===== src/rtl/sha_pad.sv =====
// SHA-256 message pre-processor: buffers a byte stream into 64-byte blocks and
// appends the 0x80 marker, zero fill and 64-bit big-endian bit length.
//
// state | meaning
// FILL  | accepting message bytes into the buffer at idx
// PAD   | final byte written; place 0x80 and, if it fits, the length
// EMIT  | block presented on m_o until the consumer takes it
// PAD2  | build the extra length-only block (0x80 first if still owed)
module sha_pad #(
    parameter int n = 32,
    parameter int m = 16
) (
    input  logic         clk_i,
    input  logic         rst_i,
    input  logic [7:0]   data_i,
    input  logic         valid_i,
    input  logic         last_i,
    output logic         ready_o,
    output logic [n-1:0] m_o [0:m-1],
    output logic         blk_valid_o,
    output logic         blk_last_o,
    input  logic         blk_ready_i
);

    typedef enum logic [1:0] {FILL, PAD, EMIT, PAD2} state_t;

    state_t      state_q, state_d;
    logic [7:0]  blk_buf_q [0:63];
    logic [7:0]  blk_buf_d [0:63];
    logic [5:0]  idx_q, idx_d;
    logic [60:0] cnt_q, cnt_d;
    logic        owe80_q, owe80_d;
    logic        pend2_q, pend2_d;
    logic        last_q, last_d;
    logic        ready_q, ready_d;
    logic        valid_q, valid_d;
    logic [63:0] bit_len;

    always_comb begin
        state_d   = state_q;
        blk_buf_d = blk_buf_q;
        idx_d     = idx_q;
        cnt_d     = cnt_q;
        owe80_d   = owe80_q;
        pend2_d   = pend2_q;
        last_d    = last_q;
        bit_len   = {cnt_q, 3'b000};

        case (state_q)
            FILL: begin
                if (valid_i) begin
                    blk_buf_d[idx_q] = data_i;
                    idx_d = idx_q + 6'd1;
                    cnt_d = cnt_q + 61'd1;
                    if (last_i) begin
                        state_d = PAD;
                    end else if (idx_q == 6'd63) begin
                        state_d = EMIT;
                        last_d  = 1'b0;
                    end
                end
            end
            PAD: begin
                // idx now points one past the final byte; 0 means the block filled up.
                // Bytes beyond idx are already zero because the buffer is cleared per block.
                state_d = EMIT;
                if (idx_q == 6'd0) begin
                    owe80_d = 1'b1;
                    pend2_d = 1'b1;
                    last_d  = 1'b0;
                end else if (idx_q <= 6'd55) begin
                    blk_buf_d[idx_q] = 8'h80;
                    for (int b = 0; b < 8; b++) begin
                        blk_buf_d[56+b] = bit_len[8*(7-b) +: 8];
                    end
                    last_d = 1'b1;
                end else begin
                    blk_buf_d[idx_q] = 8'h80;
                    pend2_d = 1'b1;
                    last_d  = 1'b0;
                end
            end
            PAD2: begin
                if (owe80_q) begin
                    blk_buf_d[0] = 8'h80;
                end
                for (int b = 0; b < 8; b++) begin
                    blk_buf_d[56+b] = bit_len[8*(7-b) +: 8];
                end
                pend2_d = 1'b0;
                last_d  = 1'b1;
                state_d = EMIT;
            end
            EMIT: begin
                if (blk_ready_i) begin
                    blk_buf_d = '{default: 8'h00};
                    idx_d     = 6'd0;
                    last_d    = 1'b0;
                    state_d   = pend2_q ? PAD2 : FILL;
                    if (last_q) begin
                        cnt_d   = 61'd0;
                        owe80_d = 1'b0;
                    end
                end
            end
            default: state_d = FILL;
        endcase

        ready_d = (state_d == FILL);
        valid_d = (state_d == EMIT);
    end

    always_ff @(posedge clk_i or negedge rst_i) begin
        if (!rst_i) begin
            state_q   <= FILL;
            blk_buf_q <= '{default: 8'h00};
            idx_q     <= 6'd0;
            cnt_q     <= 61'd0;
            owe80_q   <= 1'b0;
            pend2_q   <= 1'b0;
            last_q    <= 1'b0;
            ready_q   <= 1'b1;
            valid_q   <= 1'b0;
        end else begin
            state_q   <= state_d;
            blk_buf_q <= blk_buf_d;
            idx_q     <= idx_d;
            cnt_q     <= cnt_d;
            owe80_q   <= owe80_d;
            pend2_q   <= pend2_d;
            last_q    <= last_d;
            ready_q   <= ready_d;
            valid_q   <= valid_d;
        end
    end

    for (genvar w = 0; w < m; w++) begin : g_word
        assign m_o[w] = {blk_buf_q[4*w], blk_buf_q[4*w+1], blk_buf_q[4*w+2], blk_buf_q[4*w+3]};
    end

    assign ready_o     = ready_q;
    assign blk_valid_o = valid_q;
    assign blk_last_o  = last_q;

endmodule


===== config.mk =====
export PLATFORM = sky130hd
export DESIGN_NAME = sha_pad
export DESIGN_NICKNAME = d
export VERILOG_FILES = /design/src/rtl/sha_pad.sv
export SDC_FILE = /design/constraint.sdc
export NUM_CORES = 1
export LEC_CHECK = 0
export CAP_MARGIN = 30
export CORE_ASPECT_RATIO = 0.75
export CORE_MARGIN = 2
export CORE_UTILIZATION = 55
export CTS_CLUSTER_DIAMETER = 150
export DETAILED_ROUTE_END_ITERATION = 16
export PLACE_DENSITY_LB_ADDON = 0.12
export SETUP_SLACK_MARGIN = 0.5
export SKIP_LAST_GASP = 1
export SYNTH_ARGS = -nofsm -noshare
export SYNTH_HDL_FRONTEND = slang
export SYNTH_SLANG_ARGS = --single-unit

===== constraint.sdc =====
create_clock -name clk_i -period 6.8 [get_ports clk_i]
set_input_delay 1.02 -clock clk_i [delete_from_list [all_inputs] [get_ports clk_i]]
set_output_delay 1.02 -clock clk_i [all_outputs]
set_load 0.05 [all_outputs]

==> results of run 1 <==
-- cell families after synthesis --
kind of cell             count (synthesis)  share of synthesized area (%)
AO/OA/AOI/OAI                          824                          17.78
AND/OR/NAND/NOR                        790                          16.44
flip-flops                             586                          60.58
buffers and inverters                  243                          3.814
XOR/XNOR                                21                         0.7597
adder cells (fa/ha/maj)                  8                         0.4135
multiplexers                             5                         0.2171
-- layer usage --
metal	track usage, %	vias up
li1	-	9628
met1	49.14	10860
met2	53.94	1257
met3	8.939	228
met4	16.24	0
met5	0	-
-- power breakdown --
part	internal [mW]	total, mW	switching (mW)
Clock	1.80	3.13	1.33
Combinational	1.33	5.36	4.03
Sequential	3.92	4.25	0.335
-- cell type report --
class                      instances  area share [%]
sequential                       586           46.40
multi-input combinational       1648           27.57
timing repair buffer             561           17.88
clock buffer                      82           5.158
tap                              578           2.288
clock inverter                    15          0.5700
inverter                          12          0.1425
-- cells in the final DEF, fill, tap and decap left out, types with 4 or more instances in the layout --
master           synthesis  layout
xnor2_1                  4       4
o31ai_1                 20      20
and2_1                  10      10
nand4_1                 26      26
buf_12                   0       6
clkbuf_8                 0      11
nor3_1                  12       7
dfrtp_1                585     585
nor2b_1                  4       4
and3_1                  14      14
a21oi_1                171     171
o2bb2ai_1                7       7
inv_1                   12      12
ha_1                     8       7
clkbuf_1               172      14
buf_4                    0      26
clkdlybuf4s50_1          0     526
nand2b_2                 0       4
bufinv_16                0       4
nor3_2                   0       5
nand3b_1                 5       5
o32ai_1                  7       7
nor2_1                  48      47
or4_1                   18      18
o21ai_0                557     557
or3_1                   21      21
nand2_1                133     133
clkinv_2                 0       9
o21ai_1                 46      46
nor4_1                   4       4
xor2_1                  17      17
nand3_1                468     468
clkbuf_16                0      57
-- worst max-delay path, delay by kind of cell --
kind,cells,cell delay [ns]
and+or+nand+nor,3,1.59
buffers and inverters,2,0.76
AOI/OAI and AO/OA,2,0.80
-- path summary, 6_finish.rpt --
check | to | slack (ns) | depth (start not counted)
max | flop | 3.07 | 7
min | flop | 0.48 | 2
max reg2reg | flop | 3.07 | 8
min reg2reg | flop | 0.48 | 2
max in group asynchronous | async pin | 4.72 | 2
min in group asynchronous | async pin | 0.50 | 1
-- per-stage QoR --
| stage | instance area [µm²] | utilization [%] | power [mW] | cells | hold WS, ns |
|---|---|---|---|---|---|
| floorplan | 24210 | - | 7.571 | 2477 | 0.4889 |
| global placement | 29700 | 68.38 | 9.372 | 3381 | 0.4634 |
| detailed placement | 29800 | 68.60 | 9.556 | 3385 | 0.4688 |
| CTS | 31610 | 72.77 | 12.67 | 3482 | 0.4825 |
| global route | 31610 | 72.77 | 13.22 | 3482 | 0.5067 |
| finish | 31610 | 72.77 | 12.75 | 3482 | 0.4800 |
==> metrics.txt, run 1 <==
# TYPE chip_impl_metric gauge
chip_impl_info{name="cts_tree",value="done"} 1
chip_impl_metric{name="cts-resized-gates",unit=""} 0
chip_impl_metric{name="worstPathArrival",unit="ns"} 4.21
chip_impl_metric{name="worstPathRequired",unit="ns"} 7.27
chip_impl_info{name="top_cells_by_area_in_the_synthesized_netlist",value="dfrtp_1 (60%), o21ai_0 (12%), nand3_1 (9.7%)"} 1
chip_impl_metric{name="total_nets_after_synthesis",unit=""} 2498
chip_impl_metric{name="met2_length",unit="mm"} 37.48
chip_impl_metric{name="detailed_route_wl",unit="mm"} 83.24
chip_impl_metric{name="final.fill_count",unit=""} 3165
chip_impl_metric{name="post_synth_instance_area",unit="mm²"} 0.02421
chip_impl_info{name="critPathLaunchType",value="input pin"} 1
chip_impl_metric{name="finalHoldViolations",unit=""} 0
chip_impl_metric{name="violation_count_after_the_first_detailed_route_iteration",unit=""} 2409
chip_impl_metric{name="area.sequential",unit="mm²"} 0.01467
chip_impl_metric{name="io_pins",unit=""} 528
chip_impl_metric{name="die_w",unit="µm"} 246.3
chip_impl_metric{name="route.met3.wl",unit="mm"} 8.617
chip_impl_metric{name="maximum_number_of_pins_on_one_net_before_global_route_repair",unit=""} 217
chip_impl_metric{name="shortest_clock_period_the_worst_path_allows_after_layout",unit="ns"} 3.734
chip_impl_info{name="most_instantiated_flip_flop_cell_in_the_synthesis_netlist",value="dfrtp_1"} 1
chip_impl_metric{name="synthesis.yosys.warnings",unit=""} 0
chip_impl_metric{name="timing.critical_path.fanout_max",unit=""} 63
chip_impl_info{name="critPathSlowestCell",value="or4bb_4"} 1
chip_impl_metric{name="pre_cts_ws",unit="ns"} 2.581
chip_impl_metric{name="synth.yosys.seq_area_share",unit="%"} 60.58
chip_impl_metric{name="multiInputGateArea",unit="mm²"} 0.008715
chip_impl_metric{name="die_footprint",unit="mm²"} 0.04573
chip_impl_metric{name="final_layout_size_suffix_gt1_share",unit="%"} 5.165
chip_impl_metric{name="track_usage",unit="%"} 35.73
chip_impl_metric{name="worst_margin_pin_slew",unit="ns"} 1.094
chip_impl_metric{name="p_leak",unit="nW"} 13.14
chip_impl_info{name="yosysMostFrequentCell",value="dfrtp_1"} 1
chip_impl_metric{name="port-buffer-count",unit=""} 527
chip_impl_info{name="synth.largest_area_cell",value="dfrtp_1"} 1
chip_impl_metric{name="slowest_delay",unit="ns"} 0.76
chip_impl_metric{name="m1WireLength",unit="mm"} 32.96
chip_impl_metric{name="clkTransAtPathRegs",unit="ns"} 0.06
chip_impl_metric{name="power-per-cell-area",unit="mW/mm²"} 403.2
chip_impl_metric{name="first_pass_iters",unit=""} 6
chip_impl_info{name="timing.rr.start",value="state_q[1]"} 1
chip_impl_info{name="root_buffer",value="clkbuf_16"} 1
chip_impl_metric{name="finalWeightedCongestion",unit=""} 0.9399
chip_impl_metric{name="core",unit="mm²"} 0.04344
chip_impl_metric{name="final_max_slew_viol_count",unit=""} 0
chip_impl_metric{name="die_h",unit="µm"} 185.7
chip_impl_metric{name="start_util",unit="%"} 55.74
chip_impl_info{name="worst_hold_path_type",value="reg -> reg"} 1
chip_impl_info{name="unrepaired_setup_endpoints_after_global_routing",value="no"} 1
chip_impl_metric{name="hpwlAfterDp",unit="mm"} 54.65
chip_impl_metric{name="grt_antenna_before_repair",unit=""} 0
chip_impl_metric{name="async_reset_ff_share",unit="%"} 100.0
chip_impl_metric{name="synth-edff-count",unit=""} 0
chip_impl_metric{name="postCtsHoldBufs",unit=""} 0
chip_impl_info{name="crit_path_end_kind",value="flop"} 1
chip_impl_metric{name="antenna_cells",unit=""} 0
chip_impl_info{name="netlist_top_cells_count",value="dfrtp_1 (585), o21ai_0 (557), nand3_1 (468)"} 1
chip_impl_metric{name="final_antenna_net_count",unit=""} 0
chip_impl_metric{name="detail_route.wl_per_cell",unit="µm"} 23.90
chip_impl_metric{name="setup_ws_post_layout",unit="ns"} 3.066
chip_impl_info{name="startpoint",value="valid_i"} 1
chip_impl_metric{name="floorplan.rows",unit=""} 66
chip_impl_metric{name="synth_cells",unit=""} 2477
chip_impl_metric{name="setup_viol",unit=""} 0
chip_impl_metric{name="syn_to_final_growth",unit="%"} 30.57
chip_impl_metric{name="vias_in_the_first_global_route",unit=""} 20690
chip_impl_metric{name="grt_pass1_wl",unit="mm"} 125.1
chip_impl_metric{name="synth_top_area_share",unit="%"} 60.47
chip_impl_metric{name="vias",unit=""} 21970
chip_impl_metric{name="max-cap-violations",unit=""} 0
chip_impl_metric{name="remaining_drc_errors",unit=""} 0
chip_impl_metric{name="synth_cell_type_count",unit=""} 55
chip_impl_metric{name="max_freq",unit="MHz"} 267.8
chip_impl_metric{name="cts.sink_count",unit=""} 586
chip_impl_metric{name="fin_clk_skew",unit="ns"} 0.01573
chip_impl_metric{name="clk-insertion-delay-late",unit="ns"} 0.59
chip_impl_metric{name="vdd_ir_drop_max",unit="µV"} 333.7
chip_impl_metric{name="grt_overflow",unit=""} 0
chip_impl_info{name="path_cells",value="clkdlybuf4s50_1, nor2b_1, or4bb_4, a21boi_4, buf_12, nand3_1, o21ai_0"} 1
chip_impl_metric{name="tns",unit="ns"} 0
chip_impl_info{name="top_layer_used",value="met4"} 1
chip_impl_metric{name="period_share",unit="%"} 54.91
chip_impl_metric{name="post_cts.repair.setup_buffers",unit=""} 0
chip_impl_metric{name="numCtsBuffers",unit=""} 55
chip_impl_info{name="outcome",value="finished clean"} 1
chip_impl_metric{name="postSynthRegisterBits",unit=""} 586
chip_impl_metric{name="clock_tree.htree_level_count",unit=""} 2
chip_impl_metric{name="ctsLongestPathBuffers",unit=""} 3
chip_impl_info{name="setup.worst_path.class",value="in -> reg"} 1
chip_impl_metric{name="vias_per_cell",unit=""} 6.310
chip_impl_metric{name="final_net_count",unit=""} 2885
chip_impl_metric{name="syn-mean-instance-area",unit="µm²"} 9.774
chip_impl_metric{name="max_slew_margin",unit="%"} 27.05
No activity file was read; power rests on OpenSTA's default activity.
==> run 2, diff against run 1 <==
CORE_UTILIZATION = 46   (was 55)
clock period = 3.38 ns   (was 6.8 ns; I/O delays follow)
==> metrics.txt, run 2 (synthesis gave the netlist of run 1 again) <==
# TYPE chip_impl_metric gauge
chip_impl_metric{name="detail_route.wl_per_cell",unit="µm"} 23.73
chip_impl_metric{name="shortest_clock_period_the_worst_path_allows_after_layout",unit="ns"} 2.805
chip_impl_metric{name="final_antenna_net_count",unit=""} 0
chip_impl_metric{name="ctsLongestPathBuffers",unit=""} 3
chip_impl_metric{name="timing.critical_path.fanout_max",unit=""} 63
chip_impl_metric{name="clkTransAtPathRegs",unit="ns"} 0.06
chip_impl_metric{name="io_pins",unit=""} 528
chip_impl_metric{name="floorplan.rows",unit=""} 72
chip_impl_metric{name="numCtsBuffers",unit=""} 56
chip_impl_info{name="cts_tree",value="done"} 1
chip_impl_metric{name="die_h",unit="µm"} 202.7
chip_impl_metric{name="clock_tree.htree_level_count",unit=""} 2
chip_impl_metric{name="period_share",unit="%"} 82.97
chip_impl_info{name="critPathLaunchType",value="flop"} 1
chip_impl_metric{name="die_footprint",unit="mm²"} 0.05450
chip_impl_metric{name="port-buffer-count",unit=""} 527
chip_impl_metric{name="violation_count_after_the_first_detailed_route_iteration",unit=""} 2221
chip_impl_info{name="root_buffer",value="clkbuf_16"} 1
chip_impl_metric{name="fin_clk_skew",unit="ns"} 0.01412
chip_impl_metric{name="finalHoldViolations",unit=""} 0
chip_impl_metric{name="setup_viol",unit=""} 0
chip_impl_metric{name="m1WireLength",unit="mm"} 37.03
chip_impl_metric{name="tns",unit="ns"} 0
chip_impl_metric{name="finalWeightedCongestion",unit=""} 0.9139
chip_impl_info{name="setup.worst_path.class",value="reg -> reg"} 1
chip_impl_info{name="mostFrequentLayoutCells",value="dfrtp_1 (584), o21ai_0 (556), clkdlybuf4s50_1 (526)"} 1
chip_impl_metric{name="clk-insertion-delay-late",unit="ns"} 0.61
chip_impl_info{name="outcome",value="finished clean"} 1
chip_impl_metric{name="remaining_drc_errors",unit=""} 0
chip_impl_metric{name="internal_power",unit="mW"} 14.87
chip_impl_metric{name="pre_cts_ws",unit="ns"} 0.2775
chip_impl_metric{name="track_usage",unit="%"} 31.48
chip_impl_metric{name="worstPathRequired",unit="ns"} 3.90
chip_impl_metric{name="maximum_number_of_pins_on_one_net_before_global_route_repair",unit=""} 90
chip_impl_metric{name="hpwlAfterDp",unit="mm"} 59.13
chip_impl_info{name="worst_hold_path_type",value="in -> async"} 1
chip_impl_metric{name="clock_power_share",unit="%"} 25.3
chip_impl_metric{name="setup_ws_post_layout",unit="ns"} 0.5755
chip_impl_metric{name="vias",unit=""} 21710
chip_impl_info{name="top_layer_used",value="met4"} 1
chip_impl_metric{name="max_slew_margin",unit="%"} 29.19
chip_impl_info{name="unrepaired_setup_endpoints_after_global_routing",value="yes"} 1
chip_impl_metric{name="start_util",unit="%"} 46.74
chip_impl_metric{name="switching_power",unit="mW"} 11.90
chip_impl_metric{name="vias_per_cell",unit=""} 5.913
chip_impl_metric{name="placed_cells_incl_taps",unit=""} 3564
chip_impl_metric{name="post_route_insts_no_fill",unit=""} 3672
chip_impl_metric{name="final_max_slew_viol_count",unit=""} 0
chip_impl_metric{name="power-per-cell-area",unit="mW/mm²"} 815.8
chip_impl_metric{name="vdd_ir_drop_max",unit="µV"} 674.9
chip_impl_metric{name="detailed_route_wl",unit="mm"} 87.15
chip_impl_metric{name="max_freq",unit="MHz"} 356.6
chip_impl_metric{name="grt_overflow",unit=""} 0
chip_impl_metric{name="worstRegToRegCells",unit=""} 10
chip_impl_metric{name="syn_to_final_growth",unit="%"} 35.54
chip_impl_metric{name="met2_length",unit="mm"} 39.15
chip_impl_metric{name="p_leak",unit="nW"} 13.56
chip_impl_info{name="crit_path_end_kind",value="flop"} 1
chip_impl_metric{name="grt_antenna_before_repair",unit=""} 0
chip_impl_metric{name="cts.sink_count",unit=""} 586
chip_impl_metric{name="antenna_cells",unit=""} 0
chip_impl_metric{name="first_pass_iters",unit=""} 6
chip_impl_metric{name="worstPathArrival",unit="ns"} 3.32
chip_impl_metric{name="die_w",unit="µm"} 268.9
chip_impl_metric{name="grt_pass1_wl",unit="mm"} 130.5
chip_impl_metric{name="core",unit="mm²"} 0.05180
chip_impl_info{name="final_common_cell",value="dfrtp_1"} 1
chip_impl_metric{name="worst_margin_pin_slew",unit="ns"} 1.062
chip_impl_metric{name="pwr-share-seq",unit="%"} 32.0
chip_impl_metric{name="p_comb_share",unit="%"} 42.7
chip_impl_metric{name="final_layout_size_suffix_gt1_share",unit="%"} 9.498
chip_impl_metric{name="vias_in_the_first_global_route",unit=""} 21040
chip_impl_metric{name="final_net_count",unit=""} 2944
chip_impl_metric{name="route.met3.wl",unit="mm"} 7.087
chip_impl_metric{name="switching_share",unit="%"} 44.46
chip_impl_metric{name="max-cap-violations",unit=""} 0
run 2: what timing repair did:
action                     CTS  global route
hold buffers                 1             0
cloned                       0             1
setup endpoints to repair  181           456
hold endpoints to repair    61             0
resized for setup           16            52
pin swaps                    0             1
setup buffers                0             2
run 2: through the flow:
stage	total power [mW]	hold slack (ns)	utilization [%]	instance area, µm²
final	26.77	0.4545	63.35	32810
after global routing	27.86	0.5098	63.35	32810
after CTS	26.49	0.4855	62.81	32540
after detailed placement	19.67	0.4716	58.77	30440
after global placement	19.50	0.4669	58.77	30440
after floorplan	15.23	0.2114	-	24210
run 2: critical path: stages (launching register included):
cell       delay, ns
dfrtp_1         0.40
inv_1           0.15
ha_1            0.38
and3b_1         0.31
a2111oi_4       0.11
buf_4           0.16
clkbuf_16       0.20
a21boi_4        0.18
buf_12          0.26
nand3_1         0.25
o21ai_0         0.30
run 2: per-layer routing:
layer  vias to the layer above  track usage (%)
li1                       9757                -
met1                     10810            44.06
met2                       972            47.85
met3                       177            6.598
met4                         0            13.15
met5                         -                0
run 2: area by class of cell:
type                    count  area, µm²
fillers                  4157      18990
flip-flops and latches    586      14670
multi-input cells        1648       9020
repair buffers            619       6198
clock buffers              83       1734
well taps                 703      879.6
clock inverters            21      270.3
inverters                  12      45.04
run 2: power by group through the flow:
| stage | sequential (mW) | combinational [mW] | clock (mW) |
|---|---|---|---|
| floorplan | 11.2 | 4.08 | 0 |
| global placement | 8.65 | 10.9 | 0 |
| detailed placement | 8.67 | 11.0 | 0 |
| CTS | 8.55 | 11.1 | 6.85 |
| global route | 8.65 | 12.1 | 7.15 |
| finish | 8.57 | 11.4 | 6.77 |
run 2: final timing paths:
kind                                  from  slack, ns        end
worst min register to register        flop       0.48       flop
min in group clk_i                    flop       0.48       flop
worst min-delay path                 rst_i       0.45  async pin
worst max-delay path            state_q[1]       0.58       flop
worst max register to register  state_q[1]       0.58       flop
max in group asynchronous            rst_i       1.91    ready_o
==> run 3, diff against run 2 <==
CORE_UTILIZATION = 51   (was 46)
clock period = 2.9 ns   (was 3.38 ns; I/O delays follow)
==> metrics.txt, run 3 (synthesis gave the netlist of run 1 again) <==
# TYPE chip_impl_metric gauge
chip_impl_metric{name="placed_cells_incl_taps",unit=""} 3525
chip_impl_metric{name="timing.critical_path.fanout_max",unit=""} 157
chip_impl_metric{name="first_pass_iters",unit=""} 6
chip_impl_metric{name="finalWeightedCongestion",unit=""} 0.9524
chip_impl_info{name="startpoint",value="state_q[0]"} 1
chip_impl_metric{name="grt_overflow",unit=""} 0
chip_impl_metric{name="p_comb_share",unit="%"} 48.1
chip_impl_metric{name="worstPathArrival",unit="ns"} 2.92
chip_impl_metric{name="switching_power",unit="mW"} 15.27
chip_impl_metric{name="setup_viol",unit=""} 0
chip_impl_metric{name="maximum_number_of_pins_on_one_net_before_global_route_repair",unit=""} 158
chip_impl_metric{name="p_leak",unit="nW"} 14.26
chip_impl_metric{name="clkTransAtPathRegs",unit="ns"} 0.06
chip_impl_metric{name="ctsLongestPathBuffers",unit=""} 3
chip_impl_metric{name="track_usage",unit="%"} 34.60
chip_impl_metric{name="internal_power",unit="mW"} 18.33
chip_impl_metric{name="die_h",unit="µm"} 192.7
chip_impl_metric{name="vias_per_cell",unit=""} 6.294
chip_impl_info{name="outcome",value="finished clean"} 1
chip_impl_info{name="root_buffer",value="clkbuf_16"} 1
chip_impl_metric{name="pwr-share-seq",unit="%"} 29.8
chip_impl_metric{name="detailed_route_wl",unit="mm"} 94.43
chip_impl_metric{name="clk-insertion-delay-late",unit="ns"} 0.62
chip_impl_info{name="setup.worst_path.class",value="reg -> reg"} 1
chip_impl_metric{name="finalHoldViolations",unit=""} 0
chip_impl_metric{name="vdd_ir_drop_max",unit="µV"} 840.1
chip_impl_metric{name="fin_clk_skew",unit="ns"} 0.01393
chip_impl_metric{name="io_pins",unit=""} 528
chip_impl_info{name="mostFrequentLayoutCells",value="dfrtp_1 (582), clkdlybuf4s50_1 (521), o21ai_0 (388)"} 1
chip_impl_metric{name="vias",unit=""} 23400
chip_impl_metric{name="cts.sink_count",unit=""} 586
chip_impl_metric{name="final_antenna_net_count",unit=""} 0
chip_impl_metric{name="vias_in_the_first_global_route",unit=""} 21510
chip_impl_metric{name="shortest_clock_period_the_worst_path_allows_after_layout",unit="ns"} 2.448
chip_impl_info{name="crit_family",value="simple AND/OR/NAND/NOR gates"} 1
chip_impl_metric{name="period_share",unit="%"} 84.40
chip_impl_metric{name="worstPathRequired",unit="ns"} 3.37
chip_impl_metric{name="worst_margin_pin_slew",unit="ns"} 0.8106
chip_impl_info{name="unrepaired_setup_endpoints_after_global_routing",value="yes"} 1
chip_impl_metric{name="final_net_count",unit=""} 3058
chip_impl_metric{name="power-per-cell-area",unit="mW/mm²"} 952.8
chip_impl_metric{name="max-cap-violations",unit=""} 0
chip_impl_info{name="worst_hold_path_type",value="in -> async"} 1
chip_impl_metric{name="numCtsBuffers",unit=""} 56
chip_impl_metric{name="post_route_insts_no_fill",unit=""} 3718
chip_impl_metric{name="hpwlAfterDp",unit="mm"} 59.20
chip_impl_metric{name="clock_power_share",unit="%"} 22.1
chip_impl_metric{name="final_max_slew_viol_count",unit=""} 0
chip_impl_metric{name="final_core_util",unit="%"} 74.79
chip_impl_metric{name="violation_count_after_the_first_detailed_route_iteration",unit=""} 2369
chip_impl_info{name="final_common_cell",value="dfrtp_1"} 1
chip_impl_metric{name="worstRegToRegCells",unit=""} 8
chip_impl_metric{name="rrSetupSlack",unit="ns"} 0.45
chip_impl_info{name="timing.rr.start",value="state_q[0]"} 1
chip_impl_metric{name="max_slew_margin",unit="%"} 45.96
chip_impl_metric{name="port-buffer-count",unit=""} 527
chip_impl_metric{name="syn_to_final_growth",unit="%"} 45.63
chip_impl_metric{name="grt_antenna_before_repair",unit=""} 1
chip_impl_info{name="crit_path_end_kind",value="flop"} 1
chip_impl_metric{name="start_util",unit="%"} 51.36
chip_impl_metric{name="detail_route.wl_per_cell",unit="µm"} 25.40
chip_impl_metric{name="final_layout_size_suffix_gt1_share",unit="%"} 18.39
chip_impl_metric{name="clock_tree.htree_level_count",unit=""} 2
chip_impl_metric{name="die_w",unit="µm"} 255.6
chip_impl_info{name="cts_tree",value="done"} 1
chip_impl_metric{name="slowest_delay",unit="ns"} 0.54
chip_impl_metric{name="die_footprint",unit="mm²"} 0.04925
chip_impl_metric{name="core",unit="mm²"} 0.04714
chip_impl_metric{name="floorplan.rows",unit=""} 69
chip_impl_metric{name="grt_pass1_wl",unit="mm"} 131.2
chip_impl_metric{name="critPathBufInv",unit=""} 3
chip_impl_metric{name="switching_share",unit="%"} 45.44
chip_impl_metric{name="final.fill_count",unit=""} 3270
chip_impl_info{name="critPathSlowestCell",value="or4bb_4"} 1
chip_impl_info{name="path_cells",value="buf_6, ha_4, buf_4, nor2_4, or4bb_4, buf_12, nand3_1, o21ai_0"} 1
chip_impl_info{name="critPathLaunchType",value="flop"} 1
chip_impl_metric{name="max_freq",unit="MHz"} 408.5
chip_impl_metric{name="remaining_drc_errors",unit=""} 0
-- run 3: cell count changes in the layout (fill, tap and decap cells not counted), moves of 10 or more --
cell     previous run  this run
buf_2               0        10
nand3_1           414       286
nand3_4             4        44
o21ai_2             0        33
buf_4              73        86
nand3_2            51       155
buf_8               2        16
buf_6               0        34
buf_12             16        30
o21ai_1            47       182
o21ai_0           556       388
-- run 3: power by group through the flow --
stage | registers [mW] | logic, mW | clock network [mW]
global route | 10.1 | 16.8 | 7.80
CTS | 9.94 | 13.5 | 7.48
finish | 10.0 | 16.2 | 7.43
global placement | 10.0 | 12.7 | 0
detailed placement | 10.1 | 12.9 | 0
floorplan | 13.0 | 4.82 | 0
-- run 3: layer usage --
metal | routed length (µm) | GRT usage (%) | vias up | part of all wire, %
met1 | 37080 | 46.93 | 11800 | 39
met2 | 43310 | 52.99 | 1283 | 46
met3 | 9594 | 9.391 | 254 | 10
met4 | 4439 | 14.53 | 0 | 4.7
li1 | - | - | 10060 | -
met5 | 0 | 0 | - | 0
-- run 3: repair_timing --
action / 4_1_cts / 5_1_grt
gates cloned: 2 / 47
hold buffers: 1 / 0
endpoints found under the setup margin: 477 / 502
pin swaps: 2 / 97
hold endpoints to repair: 46 / 0
gates resized for setup: 69 / 487
buffers inserted: 11 / 32
-- run 3: through the flow --
step,hold WS [ns],TNS (ns),total power [mW],area [µm²],worst slack (ns)
2_1_floorplan,0.1394,0,17.82,24360,0.4801
3_5_place_dp,0.4407,-0.4567,23.00,30650,-0.04487
4_1_cts,0.3851,0,30.96,33000,0.4215
5_1_grt,0.3938,0,34.69,35250,0.4048
3_3_place_gp,0.4299,-0.1490,22.77,30650,-0.03581
6_report,0.3495,0,33.59,35260,0.4523
-- run 3: area by class of cell --
cell class / instances / area [µm²] / share of cell area, %
diodes: 1 / 2.502 / 0.007098
clock buffers: 90 / 1772 / 5.025
clock inverters: 9 / 81.33 / 0.2307
inverters: 12 / 45.04 / 0.1278
multi-input cells: 1664 / 10350 / 29.35
flip-flops and latches: 586 / 14670 / 41.61
well taps: 639 / 799.5 / 2.268
repair buffers: 717 / 7537 / 21.38
-- run 3: how the worst max path moves through the flow --
stage | to | slack [ns] | cells past startpoint
floorplan | flop | 0.48 | 10
global placement | flop | -0.04 | 9
detailed placement | flop | -0.04 | 9
CTS | flop | 0.42 | 11
global route | flop | 0.40 | 11
finish | flop | 0.45 | 8
